`config.mk`:
```
export PLATFORM = sky130hd
export DESIGN_NAME = if_fetch_stage_flat
export DESIGN_NICKNAME = d
export VERILOG_FILES = /design/src/rtl/if_fetch_stage_if.sv /design/src/rtl/if_fetch_stage.sv /design/src/flat_wrapper.sv
export SDC_FILE = /design/constraint.sdc
export NUM_CORES = 1
export LEC_CHECK = 0
export ABC_AREA = 0
export CORE_MARGIN = 3
export CORE_UTILIZATION = 32
export DETAILED_ROUTE_END_ITERATION = 6
export PLACE_DENSITY = 0.58
export SETUP_SLACK_MARGIN = 0.1
export SKIP_LAST_GASP = 1
export SLEW_MARGIN = 40
export SYNTH_ARGS = -nofsm -noshare
export SYNTH_HDL_FRONTEND = slang
export SYNTH_SLANG_ARGS = --single-unit
export TNS_END_PERCENT = 5
```
`constraint.sdc`:
```
create_clock -name clk -period 15.6 [get_ports clk]
set_input_delay 3.12 -clock clk [delete_from_list [all_inputs] [get_ports clk]]
set_output_delay 3.12 -clock clk [all_outputs]
set_load 0.05 [all_outputs]
```
`src/rtl/if_fetch_stage_if.sv`:
```
// Bus bundle between the fetch stage, the instruction memory and the decode stage.
// stall/redirect are level controls sampled on every rising edge (no valid/ready pairing);
// id_valid qualifies the id_* payload, and imem_rd must be valid in the same cycle as imem_r.
interface if_fetch_stage_if;
  logic        stall;
  logic        redirect;
  logic [31:0] redirect_pc;
  logic [31:0] imem_a;
  logic        imem_r;
  logic [31:0] imem_rd;
  logic [31:0] pc;
  logic        id_valid;
  logic [31:0] id_instr;
  logic [31:0] id_pc;
  logic [31:0] id_pc4;
  logic        id_addr_err;
  logic        id_range_err;
  logic [31:0] fetch_count;

  modport master (
    input  stall, redirect, redirect_pc, imem_rd,
    output imem_a, imem_r, pc, id_valid, id_instr, id_pc, id_pc4,
           id_addr_err, id_range_err, fetch_count
  );

  modport slave (
    output stall, redirect, redirect_pc, imem_rd,
    input  imem_a, imem_r, pc, id_valid, id_instr, id_pc, id_pc4,
           id_addr_err, id_range_err, fetch_count
  );
endinterface

```
`src/rtl/if_fetch_stage.sv`:
```
// Instruction fetch: owns the PC, addresses imem combinationally and registers
// the returned word into IF/ID, tagging misaligned-redirect and out-of-window fetches.
module if_fetch_stage #(
  parameter logic [31:0] RESET_PC   = 32'h0040_0000,
  parameter logic [31:0] IMEM_BASE  = 32'h0040_0000,
  parameter int unsigned IMEM_WORDS = 2048
) (
  input  logic              clk,
  input  logic              rst,
  if_fetch_stage_if.master  fetch
);
  localparam logic [29:0] WORDS = 30'(IMEM_WORDS);

  logic [31:0] pc_q;
  logic        pend_misalign;
  logic [31:0] offset;
  logic        in_range;
  logic        aligned;

  logic        id_valid_q;
  logic [31:0] id_instr_q;
  logic [31:0] id_pc_q;
  logic [31:0] id_pc4_q;
  logic        id_addr_err_q;
  logic        id_range_err_q;
  logic [31:0] fetch_count_q;

  assign offset   = pc_q - IMEM_BASE;
  assign in_range = offset[31:2] < WORDS;
  assign aligned  = (pc_q[1:0] == 2'b00);

  assign fetch.imem_a = offset;
  assign fetch.imem_r = !rst && !fetch.stall && in_range && aligned;

  assign fetch.pc           = pc_q;
  assign fetch.id_valid     = id_valid_q;
  assign fetch.id_instr     = id_instr_q;
  assign fetch.id_pc        = id_pc_q;
  assign fetch.id_pc4       = id_pc4_q;
  assign fetch.id_addr_err  = id_addr_err_q;
  assign fetch.id_range_err = id_range_err_q;
  assign fetch.fetch_count  = fetch_count_q;

  // The misalign flag rides with the PC so the redirect's low bits reach the
  // first instruction actually delivered from the new stream.
  always_ff @(posedge clk or posedge rst) begin
    if (rst) begin
      pc_q          <= RESET_PC;
      pend_misalign <= 1'b0;
    end else if (fetch.redirect) begin
      pc_q          <= {fetch.redirect_pc[31:2], 2'b00};
      pend_misalign <= |fetch.redirect_pc[1:0];
    end else if (!fetch.stall) begin
      pc_q          <= pc_q + 32'd4;
      pend_misalign <= 1'b0;
    end
  end

  always_ff @(posedge clk or posedge rst) begin
    if (rst) begin
      id_valid_q     <= 1'b0;
      id_instr_q     <= 32'h0;
      id_pc_q        <= 32'h0;
      id_pc4_q       <= 32'h0;
      id_addr_err_q  <= 1'b0;
      id_range_err_q <= 1'b0;
      fetch_count_q  <= 32'h0;
    end else if (fetch.redirect) begin
      id_valid_q <= 1'b0;
      id_instr_q <= 32'h0;
    end else if (!fetch.stall) begin
      id_valid_q     <= 1'b1;
      // imem_rd is undefined outside the window, so deliver a NOP instead.
      id_instr_q     <= in_range ? fetch.imem_rd : 32'h0;
      id_pc_q        <= pc_q;
      id_pc4_q       <= pc_q + 32'd4;
      id_addr_err_q  <= pend_misalign;
      id_range_err_q <= !in_range;
      fetch_count_q  <= fetch_count_q + 32'd1;
    end
  end
endmodule

```
`src/flat_wrapper.sv`:
```
// flat-port wrapper written by rule: the top's interface ports become plain ports
module if_fetch_stage_flat 
#(
  parameter logic [31:0] RESET_PC   = 32'h0040_0000,
  parameter logic [31:0] IMEM_BASE  = 32'h0040_0000,
  parameter int unsigned IMEM_WORDS = 2048
)
  (clk, rst, fetch_stall, fetch_redirect, fetch_redirect_pc, fetch_imem_rd, fetch_imem_a, fetch_imem_r, fetch_pc, fetch_id_valid, fetch_id_instr, fetch_id_pc, fetch_id_pc4, fetch_id_addr_err, fetch_id_range_err, fetch_fetch_count);
  if_fetch_stage_if fetch_i ();
  input  logic clk;
  input  logic rst;
  input wire logic [$bits(fetch_i.stall)-1:0] fetch_stall;
  input wire logic [$bits(fetch_i.redirect)-1:0] fetch_redirect;
  input wire logic [$bits(fetch_i.redirect_pc)-1:0] fetch_redirect_pc;
  input wire logic [$bits(fetch_i.imem_rd)-1:0] fetch_imem_rd;
  output wire logic [$bits(fetch_i.imem_a)-1:0] fetch_imem_a;
  output wire logic [$bits(fetch_i.imem_r)-1:0] fetch_imem_r;
  output wire logic [$bits(fetch_i.pc)-1:0] fetch_pc;
  output wire logic [$bits(fetch_i.id_valid)-1:0] fetch_id_valid;
  output wire logic [$bits(fetch_i.id_instr)-1:0] fetch_id_instr;
  output wire logic [$bits(fetch_i.id_pc)-1:0] fetch_id_pc;
  output wire logic [$bits(fetch_i.id_pc4)-1:0] fetch_id_pc4;
  output wire logic [$bits(fetch_i.id_addr_err)-1:0] fetch_id_addr_err;
  output wire logic [$bits(fetch_i.id_range_err)-1:0] fetch_id_range_err;
  output wire logic [$bits(fetch_i.fetch_count)-1:0] fetch_fetch_count;
  assign fetch_i.stall = fetch_stall;
  assign fetch_i.redirect = fetch_redirect;
  assign fetch_i.redirect_pc = fetch_redirect_pc;
  assign fetch_i.imem_rd = fetch_imem_rd;
  assign fetch_imem_a = fetch_i.imem_a;
  assign fetch_imem_r = fetch_i.imem_r;
  assign fetch_pc = fetch_i.pc;
  assign fetch_id_valid = fetch_i.id_valid;
  assign fetch_id_instr = fetch_i.id_instr;
  assign fetch_id_pc = fetch_i.id_pc;
  assign fetch_id_pc4 = fetch_i.id_pc4;
  assign fetch_id_addr_err = fetch_i.id_addr_err;
  assign fetch_id_range_err = fetch_i.id_range_err;
  assign fetch_fetch_count = fetch_i.fetch_count;
  if_fetch_stage #(.RESET_PC(RESET_PC), .IMEM_BASE(IMEM_BASE), .IMEM_WORDS(IMEM_WORDS)) u_core (.clk(clk), .rst(rst), .fetch(fetch_i));
endmodule
```
### Word level (Yosys, flattened, before mapping)

Index checks and enable logic that the tools add are counted.

| word-level totals | value |
|---|---|
| input port bits | 68 |
| output and inout bits | 196 |
| flip-flop bits (word level) | 164 |

| cells by class | value |
|---|---|
| add/subtract/negate cells | 3 |
| magnitude comparators | 1 |
| equality and inequality tests | 1 |
| reduce and logical (&&, ||, !) cells | 9 |
| bitwise operators | 2 |
| muxes and demuxes | 9 |

Operators with widths:

| kind | number |
|---|---|
| $mux 32 | 5 |
| $add 32x1->32 const B | 1 |
| $add 32x3->32 const B | 1 |
| $sub 32x23->32 const B | 1 |
| $lt 30x12->1 const B | 1 |
| $mux 1 | 4 |
| $logic_and 1x1->1 | 3 |
| $logic_not 1->1 | 3 |
| $logic_not 2->1 | 1 |
| $ne 2x1->1 const B | 1 |
| $not 1->1 | 2 |
| $reduce_and 2->1 | 1 |
| $reduce_or 2->1 | 1 |

### Logic depth before layout (Yosys ltp)

Gate-level depths: netlist of the first run.

| depth | value |
|---|---|
| depth after elaboration | 5 |
| mapped depth | 11 |
| depth with buffers taken out | 7 |

### Worst setup path before layout of the first run

OpenSTA, ideal clock, no wires.

| timing | value |
|---|---|
| path kind | input-to-output |
| from | in fetch_stall |
| to | out fetch_imem_r |
| arrival | 4.507 ns |
| path slack | 7.973 ns |
| stages on the path | 3 |
| data required time | 12.480 ns |
| cells stage by stage | clkbuf_1 buf_1 nor4b_2 |

| between the ends | value |
|---|---|
| longest elaborated chain between the ends | 4 |

RTL lines:

| element | line | source |
|---|---|---|
| start, declared | flat_wrapper.sv:12 | `input wire logic [$bits(fetch_i.stall)-1:0] fetch_stall;` |
| $logic_not 1->1 | if_fetch_stage.sv:33 | `assign fetch.imem_r = !rst && !fetch.stall && in_range && aligned;` |
| $logic_and 1x1->1 (3 in series) | if_fetch_stage.sv:33 |  |
| end, declared | flat_wrapper.sv:17 | `output wire logic [$bits(fetch_i.imem_r)-1:0] fetch_imem_r;` |

Every way passes these cells.

### Final worst setup path of the first run

Ends and elaborated chain as after synthesis.

==> impl_metrics.yaml, run 1 <==
status:
  status: "finished, final reports clean"
synth:
  synthAdderAreaFrac_pct: 0.790
  synth_area_leaders: "dfrtp_1 50%, nand2_1 9.5%, xnor2_1 7.8%"
  yosysSeqAreaShare_pct: 49.9
  yosysWarningCount: 0
  synth_compound_area_share_pct: 8.29
  yosys.area.top_type: "dfrtp_1"
  synthMuxAreaShare_pct: 0.268
  syn_avg_cell_area_um2: 9.21
  synth-simple-area-share_pct: 23.2
  synthFlopType: "dfrtp_1"
  synth_edf_count: 0
  synth_area_um2: 7920
  yosys.area_share.xor_xnor_pct: 10.3
  netlist_instances: 860
  synth_seq_cells: 158
  synth_top_area_share_pct: 49.6
  synth-async-reset-ratio_pct: 100
  synthDistinctLibCells: 44
  synth_top_family_by_area: "simple AND/OR/NAND/NOR gates"
clocking:
  ctsResizeCount: 0
  post_cts_buffers: 0
  cts_inserted_buffers: 17
  clock_sinks: 158
  cts_buffer_depth: 2
  hold_buffers: 0
  clkLatencyLatePin_ps: 430
  cts_tree: "built"
  clock-root-buffer: "clkbuf_16"
  cts.clk_slew.worst_paths_ps: 70
  cts_max_level: 4
drt:
  first_iter_violations: 327
  firstDrtPassIters: 4
  detail-route-antenna-nets: 0
  vias: 6619
  wl_per_cell_um: 17.6
  wl_mm: 24.4
  vias_per_cell: 4.78
  drc: 0
timing:
  setup_viol: 0
  slew_headroom_pct: 47.8
  fin_crit_ps: 8060
  setup_tns_ps: 0
  fin_crit_sh_pct: 51.6
  worstMarginPinSlew_ps: 780
  fin_skew_ps: 13.1
  whs_ps: 475
  hold_viol: 0
  clock.fmax_ghz: 0.124
  finalMaxSlewViolations: 0
  rsz0062_at_grt: "false"
floorplanning:
  ios: 264
  coreArea_um2: 23900
  die-area_um2: 26700
  die_y_um: 163
  core.rowCount: 56
  die_x_um: 163
  initial_core_util_pct: 33.2
place:
  dp_cells: 1354
  gp_congestion: 0.788
  place_area_um2: 10500
  hpwl_mm: 17.1
  port_buffers: 255
power_and_ir_drop:
  powerDensity_nw_per_um2: 121
  finalPower_uw: 1340
  vdd_drop_max_uv: 59.7
  p_leak_uw: 0.00453
global_routing:
  antenna_found_initial: 0
  track_usage_pct: 18.4
  grt_max_degree: 96
  grt_pass1_vias: 6650
  grt_pass1_wl_mm: 38.3
  grt_overflow: 0
worst_hold_path:
  min-delay-start: "u_core.fetch.fetch_count[31]$_DFFE_PP0P_"
  min_path_type: "reg2reg"
layout:
  nFillCells: 2320
  layout_commonest_cell: "clkdlybuf4s50_1"
  syn2layout_area_growth_pct: 40.6
  num_antenna_cells: 0
  fin_cells: 1386
  drive_above_1_share_pct: 8.25
  final_nets: 1127
  postLayoutCellArea_um2: 11100
  final_cell_mix: "254 x clkdlybuf4s50_1, 201 x nand2_1, 157 x dfrtp_1"
run:
  maxCapViolations: 0
worst_setup_path:
  crit_type: "in2out"
  r2r_start: "u_core.fetch.pc[22]$_DFFE_PP1N_"
  startpoint_type: "primary input"
  crit_start: "fetch_stall"
  end_kind: "primary output"
  cp.arrival_ps: 4940
  required_ps: 12480
  crit_fanout: 30
flip-flops by register name (all words and copies together) (netlist names):
| name | flops |
|---|---|
| u_core.fetch.pc | 30 |
| u_core.fetch.fetch_count | 32 |
| u_core.pend_misalign | 1 |
| u_core.fetch.id_addr_err | 1 |
| u_core.fetch.id_instr | 32 |
| u_core.fetch.id_range_err | 1 |
| u_core.fetch.id_pc4 | 30 |
| u_core.fetch.id_pc | 30 |
| u_core.fetch.id_valid | 1 |
layer usage:
layer | vias up | track usage [%] | share of wire (%)
li1 | 3234 | - | -
met1 | 3151 | 25.2 | 45
met2 | 218 | 27.9 | 45
met3 | 16 | 6.42 | 9.1
met4 | 0 | 4.50 | 1.2
met5 | - | 0 | 0
worst max-delay path, stage by stage:
cell and delay, ps:
clkdlybuf4s50_1 390, buf_4 260, nor4b_2 300, clkdlybuf4s50_1 840
cell type report:
cell class | instances | area, µm² | share of cell area (%)
Clock buffer | 17 | 425 | 3.82
Clock inverter | 15 | 219 | 1.97
Inverter | 10 | 45.0 | 0.404
Multi-Input combinational cell | 603 | 3460 | 31.1
Sequential cell | 158 | 3960 | 35.5
Tap cell | 319 | 399 | 3.58
Timing Repair Buffer | 264 | 2630 | 23.6
cells in the mapped netlist, types with 19 or more instances:
master	number
clkbuf_1	58
o21ai_0	65
xor2_1	22
nor2_1	21
nand2_1	201
nand3_1	61
nand4_1	21
o21ai_2	30
buf_4	28
nor4_1	19
dfrtp_1	157
xnor2_1	71
kinds of logic (layout without fill, tap and decap cells):
kind of cell / after synthesis / after routing
other: 1 / 8
AO/OA/AOI/OAI: 105 / 105
AND/OR/NAND/NOR: 390 / 390
flip-flops: 158 / 158
XOR/XNOR: 93 / 93
buffers and inverters: 106 / 306
adder cells (fa/ha/maj): 5 / 5
multiplexers: 2 / 2
stage by stage:
| step | utilization, % | setup slack (ps) |
|---|---|---|
| after floorplan | - | 7970 |
| after global placement | 43.7 | 7520 |
| after detailed placement | 43.9 | 7540 |
| after CTS | 46.6 | 7530 |
| after global routing | 46.6 | 7470 |
| final | 46.6 | 7540 |
report_power, final:
| part | leakage [µW] | switching (µW) | internal [µW] |
|---|---|---|---|
| clock network | 0.000310 | 197 | 261 |
| logic | 0.00218 | 264 | 127 |
| registers | 0.00204 | 46.4 | 448 |
| total | 0.00453 | 507 | 835 |
path summary, 6_finish.rpt:
check,end,slack [ps],cells past startpoint
worst max-delay path,fetch_imem_r,7540,4
worst min-delay path,u_core.fetch.fetch_count[31]$_DFFE_PP0P_,470,1
worst max register to register,u_core.fetch.id_range_err$_DFFE_PP0P_,12100,8
worst min register to register,u_core.fetch.fetch_count[31]$_DFFE_PP0P_,470,1
max in group asynchronous,u_core.fetch.pc[31]$_DFFE_PP0N_,11250,3
min in group asynchronous,u_core.fetch.id_instr[4]$_DFFE_PP0N_,3270,2
Power figures use the tool's default switching activity.
==> run 2: changes to the inputs <==
==> constraint.sdc (replaced) <==
create_clock -name clk -period 8.1 [get_ports clk]
set_input_delay 1.62 -clock clk [delete_from_list [all_inputs] [get_ports clk]]
set_output_delay 1.62 -clock clk [all_outputs]
set_load 0.05 [all_outputs]
==> run 2 against run 1 <==
Against the previous run:
- first-iteration DRC count is 15% higher
- critical path depth is 5 higher
- largest cell class unchanged
- clock skew down 1.8 ps
- clock power is 75% higher
- critical path type is now reg2out
- non-clock buffer count unchanged
- worst hold slack about the same
- largest power group unchanged
- utilization shrank 0.32 points
- sequential power grew 92%
- total power grew 87%
- via count rose by 0.59%
- sequential share of layout area grew 0.25 points
- highest routed layer is now met5
==> impl_metrics.yaml, run 2 (synthesis gave the netlist of run 1 again) <==
power_and_ir_drop:
  clockPowerShare_pct: 32.0
  vdd_drop_max_uv: 109
  pwr-share-seq_pct: 37.9
  p_leak_uw: 0.00450
  switching_share_pct: 38.5
  finalPower_uw: 2510
  net-switching-power_uw: 965
  power_frac_comb_pct: 30.0
  internal-power_uw: 1540
  powerDensity_nw_per_um2: 227
clocking:
  cts_max_level: 4
  hold_buffers: 0
  cts_inserted_buffers: 17
  post_cts_buffers: 0
  ctsResizeCount: 0
  clkLatencyLatePin_ps: 420
  clock-root-buffer: "clkbuf_16"
  cts_buffer_depth: 2
  clock_sinks: 158
  cts_tree: "built"
  cts.clk_slew.worst_paths_ps: 70
timing:
  rsz0062_at_grt: "false"
  finalMaxSlewViolations: 0
  fin_crit_sh_pct: 78.0
  clock.fmax_ghz: 0.158
  fin_skew_ps: 11.3
  setup_tns_ps: 0
  slew_headroom_pct: 45.3
  setup_viol: 0
  worstMarginPinSlew_ps: 819
  fin_crit_ps: 6320
  hold_viol: 0
worst_setup_path:
  startpoint_type: "flip-flop"
  crit_start: "u_core.fetch.pc[22]$_DFFE_PP1N_"
  r2r_slack_ps: 4590
  cp_slowest_cell: "clkdlybuf4s50_1"
  cp.depth: 9
  cp_cell_sequence: "inv_1 -> ha_1 -> xor2_1 -> or4_1 -> or3_1 -> or4_2 -> buf_4 -> nor4b_2 -> clkdlybuf4s50_1"
  cp.arrival_ps: 4700
  critPathMaxStageDelay_ps: 840
  crit_fanout: 34
  r2r_start: "u_core.fetch.pc[22]$_DFFE_PP1N_"
  ff2ff_path_depth: 8
  required_ps: 6480
  path_buf_inv: 3
  crit_family: "simple AND/OR/NAND/NOR gates"
  worstReg2RegEnd: "u_core.fetch.id_range_err$_DFFE_PP0P_"
  endpoint: "fetch_imem_r"
  end_kind: "primary output"
  crit_type: "reg2out"
layout:
  layout_commonest_cell: "clkdlybuf4s50_1"
  drive_above_1_share_pct: 8.25
  nFillCells: 2306
  seq_area_um2: 3960
  final_cell_mix: "254 x clkdlybuf4s50_1, 201 x nand2_1, 157 x dfrtp_1"
  syn2layout_area_growth_pct: 39.6
  num_antenna_cells: 0
  final_nets: 1127
  multi_input_area_um2: 3460
global_routing:
  grt_max_degree: 96
  grt_pass1_vias: 6550
  track_usage_pct: 18.0
  grt_overflow: 0
  grt_pass1_wl_mm: 37.7
  antenna_found_initial: 1
floorplanning:
  die_y_um: 163
  coreArea_um2: 23900
  ios: 264
  initial_core_util_pct: 33.2
  core.rowCount: 56
  die-area_um2: 26700
  die_x_um: 163
place:
  hpwl_mm: 17.1
  gp_congestion: 0.808
  port_buffers: 255
drt:
  vias_per_cell: 4.80
  wl_per_cell_um: 17.6
  wl_mm: 24.4
  vias: 6658
  detail-route-antenna-nets: 0
  first_iter_violations: 377
  firstDrtPassIters: 5
  drc: 0
worst_hold_path:
  min_path_type: "reg2reg"
run:
  maxCapViolations: 0
status:
  status: "finished, final reports clean"
-- run 2: final cells by class --
type | count | area share [%]
multi-input cells | 603 | 31.3
inverters | 10 | 0.407
clock buffers | 17 | 3.85
repair buffers | 264 | 23.7
well taps | 319 | 3.61
flip-flops and latches | 158 | 35.8
clock inverters | 15 | 1.36
-- run 2: worst min-delay path by stage --
stage | from | cells after the start | endpoint
floorplan | u_core.pend_misalign$_DFFE_PP0N_ | 2 | u_core.fetch.id_addr_err$_DFFE_PP0P_
global placement | u_core.pend_misalign$_DFFE_PP0N_ | 2 | u_core.fetch.id_addr_err$_DFFE_PP0P_
detailed placement | u_core.fetch.id_pc[9]$_DFFE_PP0P_ | 2 | u_core.fetch.id_pc[9]$_DFFE_PP0P_
CTS | u_core.fetch.id_instr[2]$_DFFE_PP0N_ | 2 | u_core.fetch.id_instr[2]$_DFFE_PP0N_
global route | u_core.fetch.id_pc[4]$_DFFE_PP0P_ | 2 | u_core.fetch.id_pc[4]$_DFFE_PP0P_
finish | u_core.fetch.id_instr[16]$_DFFE_PP0N_ | 2 | u_core.fetch.id_instr[16]$_DFFE_PP0N_
-- run 2: worst reg2reg max path, delay by kind of cell (launching register included) --
kind,cells,cell delay (ps)
AOI/OAI and AO/OA,1,270
xor gates and xnor gates,1,200
adders and majority gates,1,340
buffers and inverters,2,440
DFF,1,630
and+or+nand+nor,3,1520
-- run 2: power groups by stage --
| stage | clock (µW) | sequential, µW | combinational (µW) |
|---|---|---|---|
| floorplan | 0 | 1190 | 256 |
| global placement | 0 | 961 | 758 |
| detailed placement | 0 | 964 | 759 |
| CTS | 829 | 950 | 762 |
| global route | 864 | 962 | 795 |
| finish | 803 | 950 | 753 |
-- run 2: metrics by stage --
stage          instances  worst slack (ps)  hold slack (ps)  util, %  instance area [µm²]
2_1_floorplan        867              2140              439        -                 7950
4_1_cts             1386              1760              481     46.3                11100
3_5_place_dp        1354              2230              462     43.9                10500
5_1_grt             1386              1590              491     46.3                11100
6_report            1386              1780              474     46.3                11100
3_3_place_gp        1354              2290              460     43.8                10500
-- run 2: layer usage --
layer  routed length [µm]  up-vias  GRT usage (%)
met2                11100      220           27.4
met5                   14        -              0
li1                     -     3228              -
met3                 2090       17           6.47
met4                  229        2           3.81
met1                11000     3191           24.8
==> run 3: changes to the inputs <==
==> constraint.sdc (replaced) <==
create_clock -name clk -period 5.88 [get_ports clk]
set_input_delay 1.176 -clock clk [delete_from_list [all_inputs] [get_ports clk]]
set_output_delay 1.176 -clock clk [all_outputs]
set_load 0.05 [all_outputs]
==> run 3 against run 2 <==
Against the previous run:
- final cell count up 0.14%
- utilization up 0.21 points
- register-to-register slack worse by 2200 ps
- clock power up 43%
- largest power group unchanged
- highest routed layer unchanged
- die area unchanged
- sequential power up 38%
- sequential cell count unchanged
- global-route usage up 0.37 points
==> impl_metrics.yaml, run 3 (synthesis gave the netlist of run 1 again) <==
place:
  hpwl_mm: 17.6
  gp_congestion: 0.797
  place_ws_ps: 575
  place_area_um2: 10500
  dp_cells: 1356
  port_buffers: 255
clocking:
  post_cts_buffers: 0
  cts.clk_slew.worst_paths_ps: 70
  clock-root-buffer: "clkbuf_16"
  cts_inserted_buffers: 17
  clkLatencyLatePin_ps: 420
  cts_tree: "built"
  cts_max_level: 4
  clock_sinks: 158
  hold_buffers: 0
  ctsResizeCount: 0
  cts_buffer_depth: 2
status:
  status: "finished, final reports clean"
global_routing:
  grt_overflow: 0
  antenna_found_initial: 1
  grt_pass1_vias: 6602
  grt_pass1_wl_mm: 38.3
  grt_max_degree: 108
  track_usage_pct: 18.4
timing:
  slew_headroom_pct: 50.8
  fin_crit_ps: 5260
  fin_skew_ps: 13.8
  setup_tns_ps: 0
  rsz0062_at_grt: "false"
  hold_viol: 0
  fin_crit_sh_pct: 89.4
  fin_ws_ps: 625
  finalMaxSlewViolations: 0
  clock.fmax_ghz: 0.190
  setup_viol: 0
  worstMarginPinSlew_ps: 736
floorplanning:
  core.rowCount: 56
  ios: 264
  die-area_um2: 26700
  die_y_um: 163
  coreArea_um2: 23900
  initial_core_util_pct: 33.2
  die_x_um: 163
worst_setup_path:
  critPathMaxStageDelay_ps: 640
  required_ps: 4700
  ff2ff_path_depth: 8
  end_kind: "primary output"
  r2r_start: "u_core.fetch.pc[22]$_DFFE_PP1N_"
  crit_fanout: 9
  worstReg2RegEnd: "u_core.fetch.id_range_err$_DFFE_PP0P_"
  cp_slowest_cell: "dfstp_2"
  crit_start: "u_core.fetch.pc[22]$_DFFE_PP1N_"
  r2r_slack_ps: 2360
  startpoint_type: "flip-flop"
  crit_type: "reg2out"
  cp_cell_sequence: "inv_1 -> ha_1 -> xor2_1 -> or4_1 -> or3_1 -> or4_2 -> nor4b_2 -> dlymetal6s2s_1"
  cp.arrival_ps: 4080
drt:
  drc: 0
  detail-route-antenna-nets: 0
  vias: 6678
  wl_mm: 24.8
  vias_per_cell: 4.81
  firstDrtPassIters: 5
  first_iter_violations: 415
  wl_per_cell_um: 17.8
layout:
  final_nets: 1129
  drive_above_1_share_pct: 8.42
  postLayoutCellArea_um2: 11100
  num_antenna_cells: 0
  final_cell_mix: "253 x clkdlybuf4s50_1, 201 x nand2_1, 157 x dfrtp_1"
  fin_cells: 1388
  layout_commonest_cell: "clkdlybuf4s50_1"
  syn2layout_area_growth_pct: 40.2
worst_hold_path:
  min_path_type: "reg2reg"
  min_to: "u_core.fetch.id_instr[28]$_DFFE_PP0N_"
  min-delay-start: "u_core.fetch.id_instr[28]$_DFFE_PP0N_"
  whs_path_depth: 2
power_and_ir_drop:
  p_leak_uw: 0.00455
  powerDensity_nw_per_um2: 315
  vdd_drop_max_uv: 168
  finalPower_uw: 3500
run:
  maxCapViolations: 0
## run 3: worst max-delay path, delay by kind of cell, from the launching register on
family | cells | cell delay (ps)
DFF | 1 | 640
buffers and inverters | 2 | 600
adders and majority gates | 1 | 330
and+or+nand+nor | 4 | 1890
xor gates and xnor gates | 1 | 200
## run 3: power breakdown
part / internal, µW / switching (µW) / leakage (µW) / total (µW)
combinational: 336 / 706 / 0.00221 / 1040
sequential: 1190 / 117 / 0.00204 / 1310
clock: 645 / 505 / 0.000301 / 1150
total: 2170 / 1330 / 0.00455 / 3500
## run 3: layer usage
metal | track usage, % | routed length, µm
met3 | 6.04 | 2000
met1 | 25.1 | 11200
met4 | 3.11 | 134
met5 | 0 | 9
met2 | 29.0 | 11400
## run 3: final cells by class
class	count	area, µm²
clock buffers	17	425
fillers	2344	12800
repair buffers	266	2640
clock inverters	15	176
multi-input cells	603	3470
inverters	10	50.0
flip-flops and latches	158	3960
well taps	319	399
## run 3: how the worst max path moves through the flow
stage,endpoint,cells past startpoint
5_1_grt,fetch_imem_r,8
3_5_place_dp,fetch_imem_r,8
2_1_floorplan,fetch_imem_r,9
6_report,fetch_imem_r,8
4_1_cts,fetch_imem_r,8
3_3_place_gp,fetch_imem_r,8
## run 3: metrics by stage
stage	hold slack (ps)	utilization, %
detailed placement	462	43.9
global route	494	46.5
CTS	476	46.4
global placement	446	43.8
floorplan	439	-
finish	474	46.5
